### config.mk
export PLATFORM = sky130hd
export DESIGN_NAME = packet_rx_queue
export DESIGN_NICKNAME = d
export VERILOG_FILES = /design/src/rtl/packet_rx_queue.sv
export SDC_FILE = /design/constraint.sdc
export NUM_CORES = 1
export LEC_CHECK = 0
export ABC_AREA = 0
export BUFFER_PORTS_ARGS = -buffer_cell sky130_fd_sc_hd__buf_2
export CAP_MARGIN = 40
export CORE_UTILIZATION = 35
export CTS_CLUSTER_SIZE = 25
export DETAILED_ROUTE_END_ITERATION = 8
export SLEW_MARGIN = 30
export SYNTH_ARGS = -nofsm -noshare
export SYNTH_HDL_FRONTEND = slang
export SYNTH_SLANG_ARGS = --single-unit
export TNS_END_PERCENT = 30
### constraint.sdc
create_clock -name clk -period 3.4 [get_ports clk]
set_input_delay 0.68 -clock clk [delete_from_list [all_inputs] [get_ports clk]]
set_output_delay 0.68 -clock clk [all_outputs]
set_load 0.02 [all_outputs]
### src/rtl/packet_rx_queue.sv
// Receive-side Ethernet frame filter feeding a circular queue of fixed-size RAM slots.
// Optional FCS verification is built in when PACKET_RX_QUEUE_FCS_CHECK_EN is defined.
module packet_rx_queue #(
    parameter int ADDR_W = 6,
    parameter int SLOT_W = 1,
    parameter int DROP_W = 16
) (
    input  logic                     clk,
    input  logic                     reset,
    input  logic [7:0]               data,
    input  logic [1:0]               ctl,
    input  logic [47:0]              mac_addr,
    input  logic                     promisc,
    output logic [SLOT_W+ADDR_W-1:0] eth_rx_addr,
    output logic [7:0]               eth_rx_wdata,
    output logic                     eth_rx_we,
    output logic                     eth_rx_ready,
    output logic [SLOT_W-1:0]        eth_rx_slot,
    output logic [ADDR_W:0]          eth_rx_len,
    input  logic                     eth_rx_read,
    output logic [DROP_W-1:0]        drop_count
);
    localparam int NSLOT = 1 << SLOT_W;
    localparam logic [SLOT_W:0] FULL = {1'b1, {SLOT_W{1'b0}}};

    typedef enum logic [2:0] {IDLE, PREAMBLE, DEST, PAYLOAD, DRAIN, IGNORE} state_t;

    state_t              state_reg, state_next;
    logic [2:0]          dest_cnt_reg, dest_cnt_next;
    logic                ucast_reg, ucast_next, bcast_reg, bcast_next;
    logic                bad_reg, bad_next;
    logic [ADDR_W-1:0]   offset_reg, offset_next;
    logic [ADDR_W:0]     len_reg, len_next;
    logic [SLOT_W-1:0]   wr_ptr_reg, rd_ptr_reg;
    logic [SLOT_W:0]     count_reg;
    logic [DROP_W-1:0]   drop_reg;
    logic                hold_reg;
    logic                commit, drop, we, pop, frame_ok, fcs_ok;
    logic                good, eof, u_ok, b_ok;
    logic [7:0]          mac_byte [8];
    logic [ADDR_W:0]     len_arr [NSLOT];

    genvar gi;
    generate
        for (gi = 0; gi < 8; gi++) begin : g_mac
            if (gi < 6) begin : g_real
                assign mac_byte[gi] = mac_addr[47-8*gi -: 8];
            end else begin : g_pad
                assign mac_byte[gi] = 8'h00;
            end
        end

        // Per-slot committed length; only the slot at wr_ptr is ever written.
        for (gi = 0; gi < NSLOT; gi++) begin : g_slot
            logic [ADDR_W:0] len_q;
            always_ff @(posedge clk) begin
                if (reset)
                    len_q <= '0;
                else if (commit && wr_ptr_reg == SLOT_W'(gi))
                    len_q <= len_reg;
            end
            assign len_arr[gi] = len_q;
        end
    endgenerate

`ifdef PACKET_RX_QUEUE_FCS_CHECK_EN
    logic [31:0] crc_reg;

    function automatic logic [31:0] crc_byte(input logic [31:0] c, input logic [7:0] d);
        logic [31:0] r;
        r = c;
        for (int i = 0; i < 8; i++)
            r = (r[0] ^ d[i]) ? ((r >> 1) ^ 32'hEDB88320) : (r >> 1);
        return r;
    endfunction

    always_ff @(posedge clk) begin
        if (reset)
            crc_reg <= '1;
        else if (state_reg == PREAMBLE && state_next == DEST)
            crc_reg <= '1;
        else if (ctl[1] && (state_reg == DEST || state_reg == PAYLOAD || state_reg == DRAIN))
            crc_reg <= crc_byte(crc_reg, data);
    end

    // Reflected-register residue; equals C704DD7B in normal bit order.
    assign fcs_ok = (crc_reg == 32'hDEBB20E3);
`else
    assign fcs_ok = 1'b1;
`endif

    assign good     = (ctl == 2'b11);
    assign eof      = ~ctl[1];
    assign u_ok     = ucast_reg && (data == mac_byte[dest_cnt_reg]);
    assign b_ok     = bcast_reg && (data == 8'hFF);
    assign frame_ok = ~bad_reg && (len_reg != '0) && fcs_ok;
    assign pop      = eth_rx_read && eth_rx_ready;

    always_comb begin
        state_next    = state_reg;
        dest_cnt_next = dest_cnt_reg;
        ucast_next    = ucast_reg;
        bcast_next    = bcast_reg;
        bad_next      = bad_reg;
        offset_next   = offset_reg;
        len_next      = len_reg;
        commit        = 1'b0;
        drop          = 1'b0;
        we            = 1'b0;
        if (ctl == 2'b10 && (state_reg == DEST || state_reg == PAYLOAD || state_reg == DRAIN))
            bad_next = 1'b1;
        case (state_reg)
            IDLE: if (good && !hold_reg) state_next = PREAMBLE;
            PREAMBLE: begin
                if (eof)
                    state_next = IDLE;
                else if (good && data == 8'hD5) begin
                    state_next    = DEST;
                    dest_cnt_next = 3'd0;
                    ucast_next    = 1'b1;
                    bcast_next    = 1'b1;
                    bad_next      = 1'b0;
                end
            end
            DEST: begin
                if (eof)
                    state_next = IDLE;
                else begin
                    ucast_next    = u_ok;
                    bcast_next    = b_ok;
                    dest_cnt_next = dest_cnt_reg + 3'd1;
                    if (dest_cnt_reg == 3'd5) begin
                        // A free slot here is implicitly reserved: wr_ptr is not committed yet.
                        if (!(u_ok || b_ok || promisc))
                            state_next = IGNORE;
                        else if (count_reg != FULL) begin
                            state_next  = PAYLOAD;
                            offset_next = '0;
                            len_next    = '0;
                        end else begin
                            state_next = IGNORE;
                            drop       = 1'b1;
                        end
                    end
                end
            end
            PAYLOAD: begin
                if (eof) begin
                    state_next = IDLE;
                    commit     = frame_ok;
                end else begin
                    we          = good;
                    offset_next = offset_reg + 1'b1;
                    len_next    = len_reg + 1'b1;
                    if (offset_reg == '1) state_next = DRAIN;
                end
            end
            DRAIN: begin
                if (eof) begin
                    state_next = IDLE;
                    commit     = frame_ok;
                end
            end
            IGNORE:  if (eof) state_next = IDLE;
            default: state_next = IDLE;
        endcase
    end

    always_ff @(posedge clk) begin
        if (reset) begin
            state_reg    <= IDLE;
            dest_cnt_reg <= '0;
            ucast_reg    <= 1'b0;
            bcast_reg    <= 1'b0;
            bad_reg      <= 1'b0;
            offset_reg   <= '0;
            len_reg      <= '0;
            wr_ptr_reg   <= '0;
            rd_ptr_reg   <= '0;
            count_reg    <= '0;
            drop_reg     <= '0;
            hold_reg     <= 1'b1;
        end else begin
            state_reg    <= state_next;
            dest_cnt_reg <= dest_cnt_next;
            ucast_reg    <= ucast_next;
            bcast_reg    <= bcast_next;
            bad_reg      <= bad_next;
            offset_reg   <= offset_next;
            len_reg      <= len_next;
            // Blocks a restart inside a frame that was cut by reset.
            hold_reg     <= hold_reg && good;
            if (commit) wr_ptr_reg <= wr_ptr_reg + 1'b1;
            if (pop)    rd_ptr_reg <= rd_ptr_reg + 1'b1;
            if (commit && !pop)
                count_reg <= count_reg + 1'b1;
            else if (pop && !commit)
                count_reg <= count_reg - 1'b1;
            if (drop && drop_reg != '1) drop_reg <= drop_reg + 1'b1;
        end
    end

    assign eth_rx_addr  = {wr_ptr_reg, offset_reg};
    assign eth_rx_wdata = data;
    assign eth_rx_we    = we;
    assign eth_rx_ready = (count_reg != '0);
    assign eth_rx_slot  = rd_ptr_reg;
    assign eth_rx_len   = eth_rx_ready ? len_arr[rd_ptr_reg] : '0;
    assign drop_count   = drop_reg;
endmodule

After elaboration in Yosys (flattened, before gate mapping)
Cells that the tools add are included.
{ "totals": {"out_inout_bits": 41, "in_bits": 62, "register_bits": 57} }
{ "op_classes": {"eq_ne": 26, "n_addsub": 8, "n_lt_le_gt_ge": 2, "muxes": 55, "bitwise_logic": 4, "n_reduce_logical": 31} }
{ "ops": {"columns": ["operator", "n"], "rows": [
  ["7-bit 2-to-1 mux", 9],
  ["3-bit 2-to-1 mux", 13],
  ["6-bit 2-to-1 mux", 5],
  ["8-bit binary-select mux with 3-bit select", 1],
  ["1-bit 2-to-1 mux", 17],
  ["16-bit by 1-bit adder with 16-bit output (second input constant)", 1],
  ["8-bit equality test (second input constant)", 2],
  ["8-bit 2-to-1 mux", 2],
  ["16-bit != test (second input constant)", 1],
  ["3-bit one-hot mux with 5 select lines", 1],
  ["2-bit != test (second input constant)", 7],
  ["7-bit one-hot mux with 2 select lines", 1],
  ["1-bit logical AND", 13],
  ["6-bit one-hot mux with 2 select lines", 1],
  ["3-bit equality test (second input constant)", 3],
  ["8-bit equality test", 1],
  ["2-bit nonzero test", 4],
  ["7-bit by 1-bit adder with 7-bit output (second input constant)", 1],
  ["7-bit nonzero test", 1],
  ["6-bit by 1-bit adder with 6-bit output (second input constant)", 1],
  ["3-bit by 2-bit equality test with 1-bit output (second input constant)", 2],
  ["6-bit equality test (second input constant)", 1],
  ["2-bit by 1-bit != test with 1-bit output (second input constant)", 3],
  ["3-bit by 2-bit != test with 1-bit output (second input constant)", 2],
  ["other kinds (22)", 33]
]} }

Longest topological paths before layout
{ "depth": {"ltp_word": 13, "depth_mapped": 11, "mapped_depth_nobuf": 9} }

Worst setup path before layout
No wires, ideal clock.
{ "synth_path": {"kind": "input to register", "startpoint": "input mac_addr[21]", "endpoint": "register drop_reg[5], in the netlist drop_count[5]", "path_buffers": 1, "setup_time_ps": 71, "setup_slack_ps": 643, "stages": 9, "required_ps": 3329, "arrival_ps": 2686, "cell_sequence": "mux4_2 a22oi_1 nand3b_1 o21a_1 nor4_4 o21ai_2 buf_6 or4_1 a21oi_1"} }
{ "synth_via": {"elab_chain_cells": 12} }
{ "synth_lines": {"columns": ["element", "line", "source"], "rows": [
  ["start, declared", "12", "input logic [47:0] mac_addr,"],
  ["8-bit binary-select mux with 3-bit select", "94", "assign u_ok = ucast_reg && (data == mac_byte[dest_cnt_reg]);"],
  ["8-bit 2-to-1 mux (not written as such) (2 in series)", "94", null],
  ["8-bit equality test", "94", null],
  ["1-bit logical AND", "94", null],
  ["1-bit logical OR (2 in series)", "134", "if (!(u_ok || b_ok || promisc))"],
  ["1-bit 2-to-1 mux", "134", null],
  ["1-bit 2-to-1 mux", "132", "if (dest_cnt_reg == 3'd5) begin"],
  ["1-bit 2-to-1 mux", "126", "if (eof)"],
  ["1-bit 2-to-1 mux", "112", "case (state_reg)"],
  ["1-bit logical AND", "199", "if (drop && drop_reg != '1) drop_reg <= drop_reg + 1'b1;"],
  ["end signal, assigned", "199", null],
  ["end, declared", "36", "logic [DROP_W-1:0] drop_reg;"]
]} }
No other way between the ends. The select of a mux whose other input is x is not followed.
A chain may end at the register's enable or synchronous reset.

Final worst setup path
{ "layout_path": {"startpoint": "register dest_cnt_reg[0]", "endpoint": "register drop_reg[13], in the netlist drop_count[13]"} }
{ "layout_via": {"elab_chain_cells": 13, "word_cells_on_any_way": 14} }
{ "layout_lines": {"columns": ["element", "line", "source"], "rows": [
  ["start, declared", "29", "logic [2:0] dest_cnt_reg, dest_cnt_next;"],
  ["start signal, assigned", "185", "dest_cnt_reg <= dest_cnt_next;"],
  ["3-bit NOT with 4-bit output (not written as such)", "94", null],
  ["8-bit binary-select mux with 3-bit select", "94", null],
  ["8-bit 2-to-1 mux (not written as such) (2 in series)", "94", null],
  ["8-bit equality test", "94", null],
  ["1-bit logical AND", "94", null],
  ["1-bit logical OR (2 in series)", "134", null],
  ["1-bit 2-to-1 mux", "134", null],
  ["1-bit 2-to-1 mux *", "132", null],
  ["1-bit 2-to-1 mux *", "126", null],
  ["1-bit 2-to-1 mux *", "112", null],
  ["1-bit logical AND *", "199", null]
]} }
Every way passes the cells marked *; elsewhere a longest branch is shown, timed or not. The select of a mux whose other input is x is not followed.

==> impl_metrics.yaml <==
synthesis:
  ys_seq_area_share_pct: 33.1
  synth-seq-cells: 57
  ys_warn_count: 0
  yosysTopAreaCell: "dfxtp_1"
  yosys_most_used_dff: "dfxtp_1"
  synth_edf_count: 0
  yosys.cell_types.count: 54
  synth.area.top_cells: "dfxtp_1, mux2i_1, nor2_1"
  yosysTopAreaCellShare_pct: 33.1
  syn_avg_cell_area_um2: 8.29
  synth_area_mm2: 0.00345
  synthArstFlopShare_pct: 0
  synthesis.nets: 485
  syn_inst: 416
drt:
  drtIter0Drc: 112
  via_count: 3360
  firstDrtPassIters: 4
  ant_nets: 0
  vias_per_cell: 5.25
  drc_errors: 0
  wirelength_um: 8870
  wl_per_cell_um: 13.9
sta:
  finalSetupViolations: 0
  relSlewSlack_pct: 58.5
  period_share_pct: 87.4
  finalSetupTns_ps: 0
  fmax_mhz: 337
  rsz0062_at_grt: "false"
  hold_violations: 0
  final.min_clock_period_ps: 2970
  fin_skew_ps: 9.44
  drv_slew: 0
  worst_pin_slew_ps: 620
global_routing:
  grt_pass1_vias: 3162
  grt_max_degree: 31
  grt_usage_pct: 17.4
  antenna_found_initial: 0
  grt_overflow: 0
  grt_pass1_wl_um: 14300
worst_hold_path:
  holdPathEnd: "hold_reg"
  hold_path.class: "flip-flop to flip-flop"
  whs_path_depth: 2
  hp-start: "hold_reg"
power_and_ir_drop:
  pwr_density_cell_mw_per_mm2: 337
  p_leak_nw: 1.70
  p_total_mw: 1.41
  ir_worst_vdd_v: 0.000225
die:
  ios: 103
  fp.dieW_um: 101
  die-area_mm2: 0.0103
  core_area_mm2: 0.00937
  rows: 35
  die_height_um: 101
  start_util_pct: 36.8
cts:
  tritoncts: "done"
  post_cts_buffers: 0
  cts.sinks: 57
  cts_buffers: 9
  cts.hold.buffers_added: 0
  cts_buffer_depth: 2
  clock-root-buffer: "clkbuf_8"
  clkTransAtPathRegs_ps: 60
  insertion_delay_ps: 330
  cts_resized: 0
  htreeDepth: 3
worst_setup_path:
  path_cells: "mux4_2 > a22oi_1 > nand3b_1 > o21a_1 > nor4_4 > o21ai_2 > or4_1 > a21oi_1"
  slowest_delay_ps: 550
  critPathBufInv: 0
  critical_path_class: "flip-flop to flip-flop"
  cp-end-kind: "flip-flop"
  path_delay_family: "simple AND/OR/NAND/NOR gates"
  reg2reg_depth: 8
  crit_required_ps: 3660
  r2r-start: "dest_cnt_reg[0]"
  cp_max_fo: 16
  worst_path_max_delay_cell: "mux4_2"
  cp.arrival_ps: 3230
  cp-start-kind: "flip-flop"
  r2r_slack_ps: 430
  worstReg2RegEnd: "drop_count[13]"
flow_run:
  max-cap-violations: 0
cells_and_area:
  largest_register_ffs: 16
  fin_cells: 640
  final_common_cell: "buf_2"
  final_cell_mix: "buf_2, nor2_1, dfxtp_1"
  layout.nets: 575
  syn2layout_area_growth_pct: 21.1
  register_area_mm2: 0.00114
  multi_input_comb_area_mm2: 0.00207
  drive_gt1_share_pct: 28.2
  antennaDiodeCount: 0
  design_area_mm2: 0.00418
  num-fill-cells: 986
placement:
  hpwlAfterDp_um: 6580
  dp_cells: 624
  placed_area_mm2: 0.00400
  port_buffers: 102
  globalplace.congestion: 0.848
run_status:
  outcome: "completed"
per-layer routing:
metal / part of all wire (%) / vias to the layer above / track usage (%)
met5: 0 / - / 0
li1: - / 1687 / -
met2: 48 / 90 / 29.4
met3: 4.8 / 4 / 3.86
met4: 0.62 / 0 / 5.35
met1: 47 / 1579 / 22.0
worst max-delay path by stage:
stage                     from             end  depth (start not counted)
4_1_cts        dest_cnt_reg[0]  drop_count[15]                          8
3_5_place_dp   dest_cnt_reg[0]  drop_count[15]                          8
6_report       dest_cnt_reg[0]  drop_count[13]                          8
5_1_grt        dest_cnt_reg[2]  drop_count[13]                          8
3_3_place_gp   dest_cnt_reg[0]  drop_count[13]                          8
2_1_floorplan     mac_addr[21]   drop_count[5]                          9
per-stage QoR:
stage / hold slack, ps / worst slack [ps] / util (%)
finish: 478 / 430 / 44.6
global placement: 466 / 296 / 42.7
global route: 502 / 162 / 44.6
detailed placement: 468 / 177 / 42.7
CTS: 480 / 155 / 44.6
floorplan: 450 / 643 / -
synthesized netlist by cell type (2+ instances only):
library cell,n
o311a_1,4
buf_4,9
ha_1,7
o31ai_1,8
or3_1,6
clkbuf_1,13
xor2_1,5
and2_1,4
o22ai_1,6
nor2_1,59
and3_1,6
inv_1,16
mux2_2,7
nand4_1,5
a21o_1,2
nand2_1,24
o21a_1,5
dfxtp_1,57
o21ai_0,14
a31oi_1,4
mux4_2,5
mux2i_1,27
buf_6,3
nor3_1,12
or2_2,2
a21oi_1,31
a41oi_1,6
xnor2_1,5
a211oi_1,7
buf_2,5
nand2b_1,2
or4_1,9
nor2b_1,5
nand3_1,14
o21bai_1,3
where the power goes:
| group | switching (mW) | total [mW] | internal (mW) |
|---|---|---|---|
| combinational | 0.0846 | 0.156 | 0.0713 |
| clock | 0.264 | 0.565 | 0.301 |
| sequential | 0.0147 | 0.689 | 0.674 |
| total | 0.363 | 1.41 | 1.05 |
cell families after synthesis:
kind of cell    after synthesis  share of synthesized area (%)
simple gates                154                           22.0
compound gates              100                           19.0
flops                        57                           33.1
buf+inv                      48                           7.04
mux                          40                           13.8
xor+xnor                     10                           2.54
fa+ha+maj                     7                           2.54
worst register-to-register path: stages, from the launching register on:
cell and delay (ps):
dfxtp_2 520, mux4_2 560, a22oi_1 250, nand3b_1 110
o21a_1 140, nor4_4 400, o21ai_2 260, or4_1 520
a21oi_1 150
cell type report:
class / count / share of cell area, %
multi-input combinational: 311 / 49.4
tap: 129 / 3.86
clock inverter: 3 / 0.359
sequential: 57 / 27.3
timing repair buffer: 110 / 13.7
clock buffer: 13 / 3.80
inverter: 17 / 1.53
(Power assumes the default switching activity.)
